`src/rtl/apuf_array_eval.sv`:
```
`timescale 1ns/1ps
// apuf_array_eval -- multi-channel arbiter-PUF evaluator.
// CHANNELS arbiter delay chains share one launch register. A controller runs
// VOTES launch/capture rounds per challenge, majority-votes each channel and
// returns the response over a valid/ready handshake.
// Build option APUF_STABILITY_EN: adds per-channel zero counters so that
// resp_stable reports true unanimity; without it resp_stable reads all-ones.
module apuf_array_eval #(
    parameter int STAGES        = 37,
    parameter int CHANNELS      = 4,
    parameter int SETTLE_CYCLES = 8,
    parameter int VOTES         = 5
) (
    input  logic                clk,
    input  logic                rst_n,
    input  logic                chal_valid,
    output logic                chal_ready,
    input  logic [STAGES-1:0]   chal,
    output logic                resp_valid,
    input  logic                resp_ready,
    output logic [CHANNELS-1:0] resp,
    output logic [CHANNELS-1:0] resp_stable,
    output logic                busy
);
    localparam int VW = $clog2(VOTES + 1);
    localparam int CW = $clog2(SETTLE_CYCLES + 2);

    localparam logic [CW-1:0] ARM_LAST  = CW'(SETTLE_CYCLES - 1);
    localparam logic [CW-1:0] FIRE_LAST = CW'(SETTLE_CYCLES + 1);
    localparam logic [VW-1:0] VOTES_V   = VW'(VOTES);
    localparam logic [VW-1:0] HALF_V    = VW'(VOTES / 2);

    typedef enum logic [2:0] {
        S_IDLE,
        S_ARM,
        S_FIRE,
        S_SAMPLE,
        S_DONE
    } state_e;

    state_e                state_q, state_d;
    logic [CW-1:0]         cnt_q, cnt_d;
    logic [VW-1:0]         round_q, round_d;
    logic [VW-1:0]         round_inc;
    logic [STAGES-1:0]     chal_q, chal_d;
    logic                  launch_q, launch_d;
    logic                  clear_votes;
    logic                  sample_en;
    logic                  done_load;

    logic [CHANNELS-1:0]   arb_win;
    logic [CHANNELS-1:0]   arb_raw;
    logic [CHANNELS-1:0]   sync1_q, sync2_q;
    logic [CHANNELS-1:0]   arb_sync;
    logic [CHANNELS-1:0]   resp_bit_d;
    logic [CHANNELS-1:0]   stable_bit_d;
    logic [CHANNELS-1:0]   resp_q;
    logic [CHANNELS-1:0]   stable_q;

    assign round_inc = round_q + VW'(1);

    // Controller next-state and round bookkeeping.
    always_comb begin
        state_d     = state_q;
        cnt_d       = cnt_q;
        round_d     = round_q;
        chal_d      = chal_q;
        clear_votes = 1'b0;
        sample_en   = 1'b0;
        done_load   = 1'b0;
        case (state_q)
            S_IDLE: begin
                if (chal_valid) begin
                    chal_d      = chal;
                    clear_votes = 1'b1;
                    round_d     = '0;
                    cnt_d       = '0;
                    state_d     = S_ARM;
                end
            end
            S_ARM: begin
                if (cnt_q == ARM_LAST) begin
                    cnt_d   = '0;
                    state_d = S_FIRE;
                end else begin
                    cnt_d = cnt_q + CW'(1);
                end
            end
            S_FIRE: begin
                // Two cycles beyond settle so the synchroniser holds the result.
                if (cnt_q == FIRE_LAST) begin
                    cnt_d   = '0;
                    state_d = S_SAMPLE;
                end else begin
                    cnt_d = cnt_q + CW'(1);
                end
            end
            S_SAMPLE: begin
                sample_en = 1'b1;
                round_d   = round_inc;
                if (round_inc == VOTES_V) begin
                    done_load = 1'b1;
                    state_d   = S_DONE;
                end else begin
                    state_d = S_ARM;
                end
            end
            S_DONE: begin
                if (resp_ready) begin
                    state_d = S_IDLE;
                end
            end
            default: state_d = S_IDLE;
        endcase
        launch_d = (state_d == S_FIRE);
    end

    // Controller state registers; reset discards any round in progress.
    always_ff @(posedge clk or negedge rst_n) begin
        if (!rst_n) begin
            state_q  <= S_IDLE;
            cnt_q    <= '0;
            round_q  <= '0;
            chal_q   <= '0;
            launch_q <= 1'b0;
        end else begin
            state_q  <= state_d;
            cnt_q    <= cnt_d;
            round_q  <= round_d;
            chal_q   <= chal_d;
            launch_q <= launch_d;
        end
    end

    assign chal_ready = (state_q == S_IDLE);
    assign busy       = (state_q != S_IDLE);
    assign resp_valid = (state_q == S_DONE);

    // Per-channel delay chain, arbiter flop and vote counters.
    for (genvar gi = 0; gi < CHANNELS; gi++) begin : g_ch
        localparam int ROT = gi % STAGES;

        logic [STAGES-1:0] sel;
        logic              top_end, bot_end;
        logic              win_q;
        logic [VW-1:0]     ones_q, ones_d, ones_inc;

        if (ROT == 0) begin : g_norot
            assign sel = chal_q;
        end else begin : g_rot
            assign sel = {chal_q[STAGES-1-ROT:0], chal_q[STAGES-1:STAGES-ROT]};
        end

        // Switch stages: a set select bit crosses the two race paths. The
        // physical chain needs matched placement; this is its logical model.
        always_comb begin
            logic t_path;
            logic b_path;
            t_path = launch_q;
            b_path = launch_q;
            for (int s = 0; s < STAGES; s++) begin
                if (sel[s]) begin
                    {t_path, b_path} = {b_path, t_path};
                end
            end
            top_end = t_path;
            bot_end = b_path;
        end

        // Arbiter flop: clocked by the bottom path, 1 means the top path won.
        always_ff @(posedge bot_end or negedge rst_n) begin
            if (!rst_n) begin
                win_q <= 1'b0;
            end else begin
                win_q <= top_end;
            end
        end
        assign arb_win[gi] = win_q;

        assign ones_inc = ones_q + VW'(arb_sync[gi]);

        always_comb begin
            ones_d = ones_q;
            if (clear_votes) begin
                ones_d = '0;
            end else if (sample_en) begin
                ones_d = ones_inc;
            end
        end

        // Ones counter for the majority vote.
        always_ff @(posedge clk or negedge rst_n) begin
            if (!rst_n) begin
                ones_q <= '0;
            end else begin
                ones_q <= ones_d;
            end
        end

        // Evaluated in SAMPLE of the final round, so include this round's bit.
        assign resp_bit_d[gi] = (ones_inc > HALF_V);

`ifdef APUF_STABILITY_EN
        logic          zero_bit;
        logic [VW-1:0] zeros_q, zeros_d, zeros_inc;

        assign zero_bit  = ~arb_sync[gi];
        assign zeros_inc = zeros_q + VW'(zero_bit);

        always_comb begin
            zeros_d = zeros_q;
            if (clear_votes) begin
                zeros_d = '0;
            end else if (sample_en) begin
                zeros_d = zeros_inc;
            end
        end

        // Zeros counter for the unanimity flag.
        always_ff @(posedge clk or negedge rst_n) begin
            if (!rst_n) begin
                zeros_q <= '0;
            end else begin
                zeros_q <= zeros_d;
            end
        end

        assign stable_bit_d[gi] = (ones_inc == VOTES_V) || (zeros_inc == VOTES_V);
`else
        assign stable_bit_d[gi] = 1'b1;
`endif
    end

    assign arb_raw  = arb_win;
    assign arb_sync = sync2_q;

    // Two-flop synchroniser from the asynchronous race into clk.
    always_ff @(posedge clk or negedge rst_n) begin
        if (!rst_n) begin
            sync1_q <= '0;
            sync2_q <= '0;
        end else begin
            sync1_q <= arb_raw;
            sync2_q <= sync1_q;
        end
    end

    // Response registers: loaded on entry to DONE and held until the next one.
    always_ff @(posedge clk or negedge rst_n) begin
        if (!rst_n) begin
            resp_q   <= '0;
            stable_q <= '0;
        end else begin
            if (done_load) begin
                resp_q <= resp_bit_d;
            end
`ifdef APUF_STABILITY_EN
            if (done_load) begin
                stable_q <= stable_bit_d;
            end
`else
            stable_q <= stable_bit_d;
`endif
        end
    end

    assign resp        = resp_q;
    assign resp_stable = stable_q;

endmodule

```
`config.mk`:
```
export PLATFORM = sky130hd
export DESIGN_NAME = apuf_array_eval
export DESIGN_NICKNAME = d
export VERILOG_FILES = /design/src/rtl/apuf_array_eval.sv
export SDC_FILE = /design/constraint.sdc
export NUM_CORES = 1
export LEC_CHECK = 0
export CORE_ASPECT_RATIO = 0.7
export CORE_MARGIN = 8
export CORE_UTILIZATION = 50
export CTS_BUF_LIST = sky130_fd_sc_hd__clkbuf_4
export CTS_CLUSTER_SIZE = 25
export DETAILED_ROUTE_END_ITERATION = 10
export GPL_ROUTABILITY_DRIVEN = 0
export PLACE_DENSITY = 0.93
export RECOVER_POWER = 50
export SYNTH_ARGS = -nofsm -noshare
export SYNTH_HDL_FRONTEND = slang
export SYNTH_SLANG_ARGS = --single-unit
export TNS_END_PERCENT = 10
```
`constraint.sdc`:
```
create_clock -name clk -period 3.02 [get_ports clk]
set_clock_uncertainty 0.2 [all_clocks]
set_input_delay 0.453 -clock clk [delete_from_list [all_inputs] [get_ports clk]]
set_output_delay 0.453 -clock clk [all_outputs]
set_load 0.1 [all_outputs]
```
==> impl_metrics.yaml <==
job:
  drv_cap: 1
yosys:
  post_synth_num_cell_types: 32
  synth_enable_flop_cells: 0
  avgSynthCellArea_um2: 9.93
  netlist_area_um2: 1550
  async_reset_ff_frac: 1.00
  synth_warnings: 0
  synth-seq-area-share: 0.501
  syn_inst: 156
  synthFlopType: "sky130_fd_sc_hd__dfrtp_1"
  postSynthRegisterBits: 31
  syn-num-nets: 209
worst_setup_path:
  r2r_slack_ps: 1140
  cp.required_ps: 2950
  critPathArrivalTime_ps: 2170
  rr_startpoint: "state_q[0]"
  crit_path_max_incr_delay_ps: 1190
  reg2reg_to: "g_ch[0].$13.b_path"
  timing_worst_setup_path_type: "input pin to asynchronous set/reset pin"
  cp_cell_sequence: "dlygate4sd3_1 > clkbuf_1"
  critical_path_cell_count: 2
  cp-end-kind: "asynchronous set/reset pin"
  worstSetupStartpoint: "rst_n"
  crit_fanout: 31
  setup.worst_path.end: "g_ch[0].ones_q[2]"
  critical_path.startpoint_type: "input pin"
  worst_path_buf_inv: 2
  worst-r2r-cell-count: 4
  cpLargestDelayFamily: "buffers and inverters"
  worst_path_max_delay_cell: "sky130_fd_sc_hd__clkbuf_1"
pwr:
  p_int_w: 0.000766
  combinationalPowerShare: 0.399
  switching_share_of_total_power: 0.425
  seqPwrFrac: 0.426
  p_leak_nw: 0.884
  total_power_w: 0.00133
  power.ir.vdd_worst_v: 0.000324
  power_switching_w: 0.000566
  powerDensity_nw_per_um2: 773
  clock_power_share: 0.175
timing:
  setup_violations: 0
  fin_crit_sh: 0.741
  max-slew-margin-rel: -0.101
  fin_tns_setup_ps: 0
  worst_slew_pin_slew_ps: 1650
  min_period_ps: 2240
  finalMaxSlewViolations: 32
  unclocked_pins: 1
  achievable_frequency_mhz: 447
  final_hold_viol_count: 0
  untimed_endpoints: 2
  grt_setup_unrepaired: "no"
die:
  die_w_um: 82.5
  core_area_um2: 3060
  initial_utilization: 0.506
  fp-row-count: 17
  die_height_um: 62.6
  die_area_um2: 5160
  io-pin-count: 52
global_route:
  grt-busiest-layer: "met2"
  use_met3: 0.0431
  globalRoute.totalOverflow: 0
  grt_use_met1: 0.141
  globalRouteTotalUtil: 0.116
  global_route.usage.met2: 0.174
  vias_in_the_first_global_route: 1071
  initial_antenna_violation_count: 0
  grt_start_max_net_pins: 32
  grt_first_pass_wirelength_um: 4660
routing:
  number_of_nets_with_antenna_violations_after_routing: 0
  routed_wirelength_um: 2790
  wire_per_inst_um: 13.4
  vias: 1117
  dr.pass1.iters: 4
  drt_first_iter_violations: 50
  post_drt_via_cell_ratio: 5.37
  drc_errors: 0
outcome:
  run_status: "finished with violations"
  failing_checks: "max-capacitance violations, max-slew violations"
placed_design:
  placed_cell_area_um2: 1680
  hpwlAfterDp_um: 1990
  io_buffers: 14
clock_tree:
  post_cts_resize_count: 0
  cts.htree.levels: 2
  path_clk_slew_ps: 90
  tritoncts: "yes"
  cts_hold_buf: 0
  clk_latency_ps: 320
  root_buffer: "sky130_fd_sc_hd__clkbuf_4"
  max-clock-path-buffers: 2
  postCtsSetupRepairBufs: 0
  tritoncts.num_buffers: 5
hold_path:
  hold_path.class: "register to register"
cells_and_area:
  num-fill-cells: 276
  area_growth_pct: 11.3
  drive_above_1_share: 0.141
  postLayoutCoreUtil: 0.563
  layout.cell_area.non_filler_um2: 1720
  number_of_diodes: 0
  layout.cells.most_common_list: "31 x sky130_fd_sc_hd__dfrtp_1, 28 x sky130_fd_sc_hd__nand2_1, 14 x sky130_fd_sc_hd__a21oi_1, 13 x sky130_fd_sc_hd__buf_4, 12 x sky130_fd_sc_hd__ha_1"
  mostFrequentLayoutCell: "sky130_fd_sc_hd__dfrtp_1"
  design.final.nets: 223
[sequential cells by signal, indices dropped and copies added (netlist names)]
signal / cells
resp_stable: 1
state_q: 3
cnt_q: 4
g_ch.ones_q: 12
arb_sync: 1
resp: 4
g_ch.$13.b_path: 1
sync1_q: 1
g_ch.win_q: 1
round_q: 3
[Yosys cell counts (all sizes together) (3+ instances only)]
cell type   n  share of area
ha         12          0.097
o21ai       8          0.026
nand2      28          0.068
xor2        9          0.051
a21oi      14          0.045
nor2        8          0.019
nor3b       3          0.015
dfrtp      31           0.50
inv         7          0.017
buf         9          0.034
[final cells by class]
class / count / area (um2) / area share
multi-input combinational: 108 / 691 / 0.401
inverter: 7 / 26.3 / 0.0152
sequential: 31 / 776 / 0.450
clock buffer: 7 / 52.6 / 0.0305
timing repair buffer: 17 / 131 / 0.0762
tap: 38 / 47.5 / 0.0276
[metrics by stage]
stage	hold slack (ps)	setup slack (ps)	instances
final	147	783	208
after global routing	159	430	208
after CTS	154	804	208
after detailed placement	136	872	201
after global placement	134	906	201
after floorplan	-42.6	330	156
[power groups by stage]
stage	sequential (W)	combinational, W	clock (W)
finish	0.000567	0.000532	0.000233
detailed placement	0.000575	0.000536	0
floorplan	0.000579	0.000418	0
global route	0.000579	0.000578	0.000256
CTS	0.000566	0.000537	0.000242
global placement	0.000569	0.000517	0
[worst min path at each step]
stage,end,slack [ps],from,cells after the start
floorplan,arb_sync[0],-40,rst_n,0
global placement,arb_sync[0],130,sync1_q[0],0
detailed placement,arb_sync[0],140,sync1_q[0],0
CTS,arb_sync[0],150,sync1_q[0],0
global route,arb_sync[0],160,sync1_q[0],0
finish,arb_sync[0],150,sync1_q[0],0
[per-layer routing]
layer / vias to the layer above / share of wire
li1: 550 / -
met3: 6 / 0.063
met1: 543 / 0.46
met4: 0 / 0.017
met2: 18 / 0.46
met5: - / 0
[cells by family (layout without fill, tap and decap cells)]
kind of cell | Yosys count | in the layout | share of synthesized area
adders and majority gates | 12 | 12 | 0.0969
and+or+nand+nor | 53 | 53 | 0.170
xor gates and xnor gates | 9 | 9 | 0.0509
muxes | 1 | 1 | 0.00646
DFF | 31 | 31 | 0.501
AOI/OAI and AO/OA | 32 | 32 | 0.119
other | 1 | 1 | 0.00242
buffers and inverters | 17 | 31 | 0.0533
Note: power is estimated with default switching activity, not from simulation.
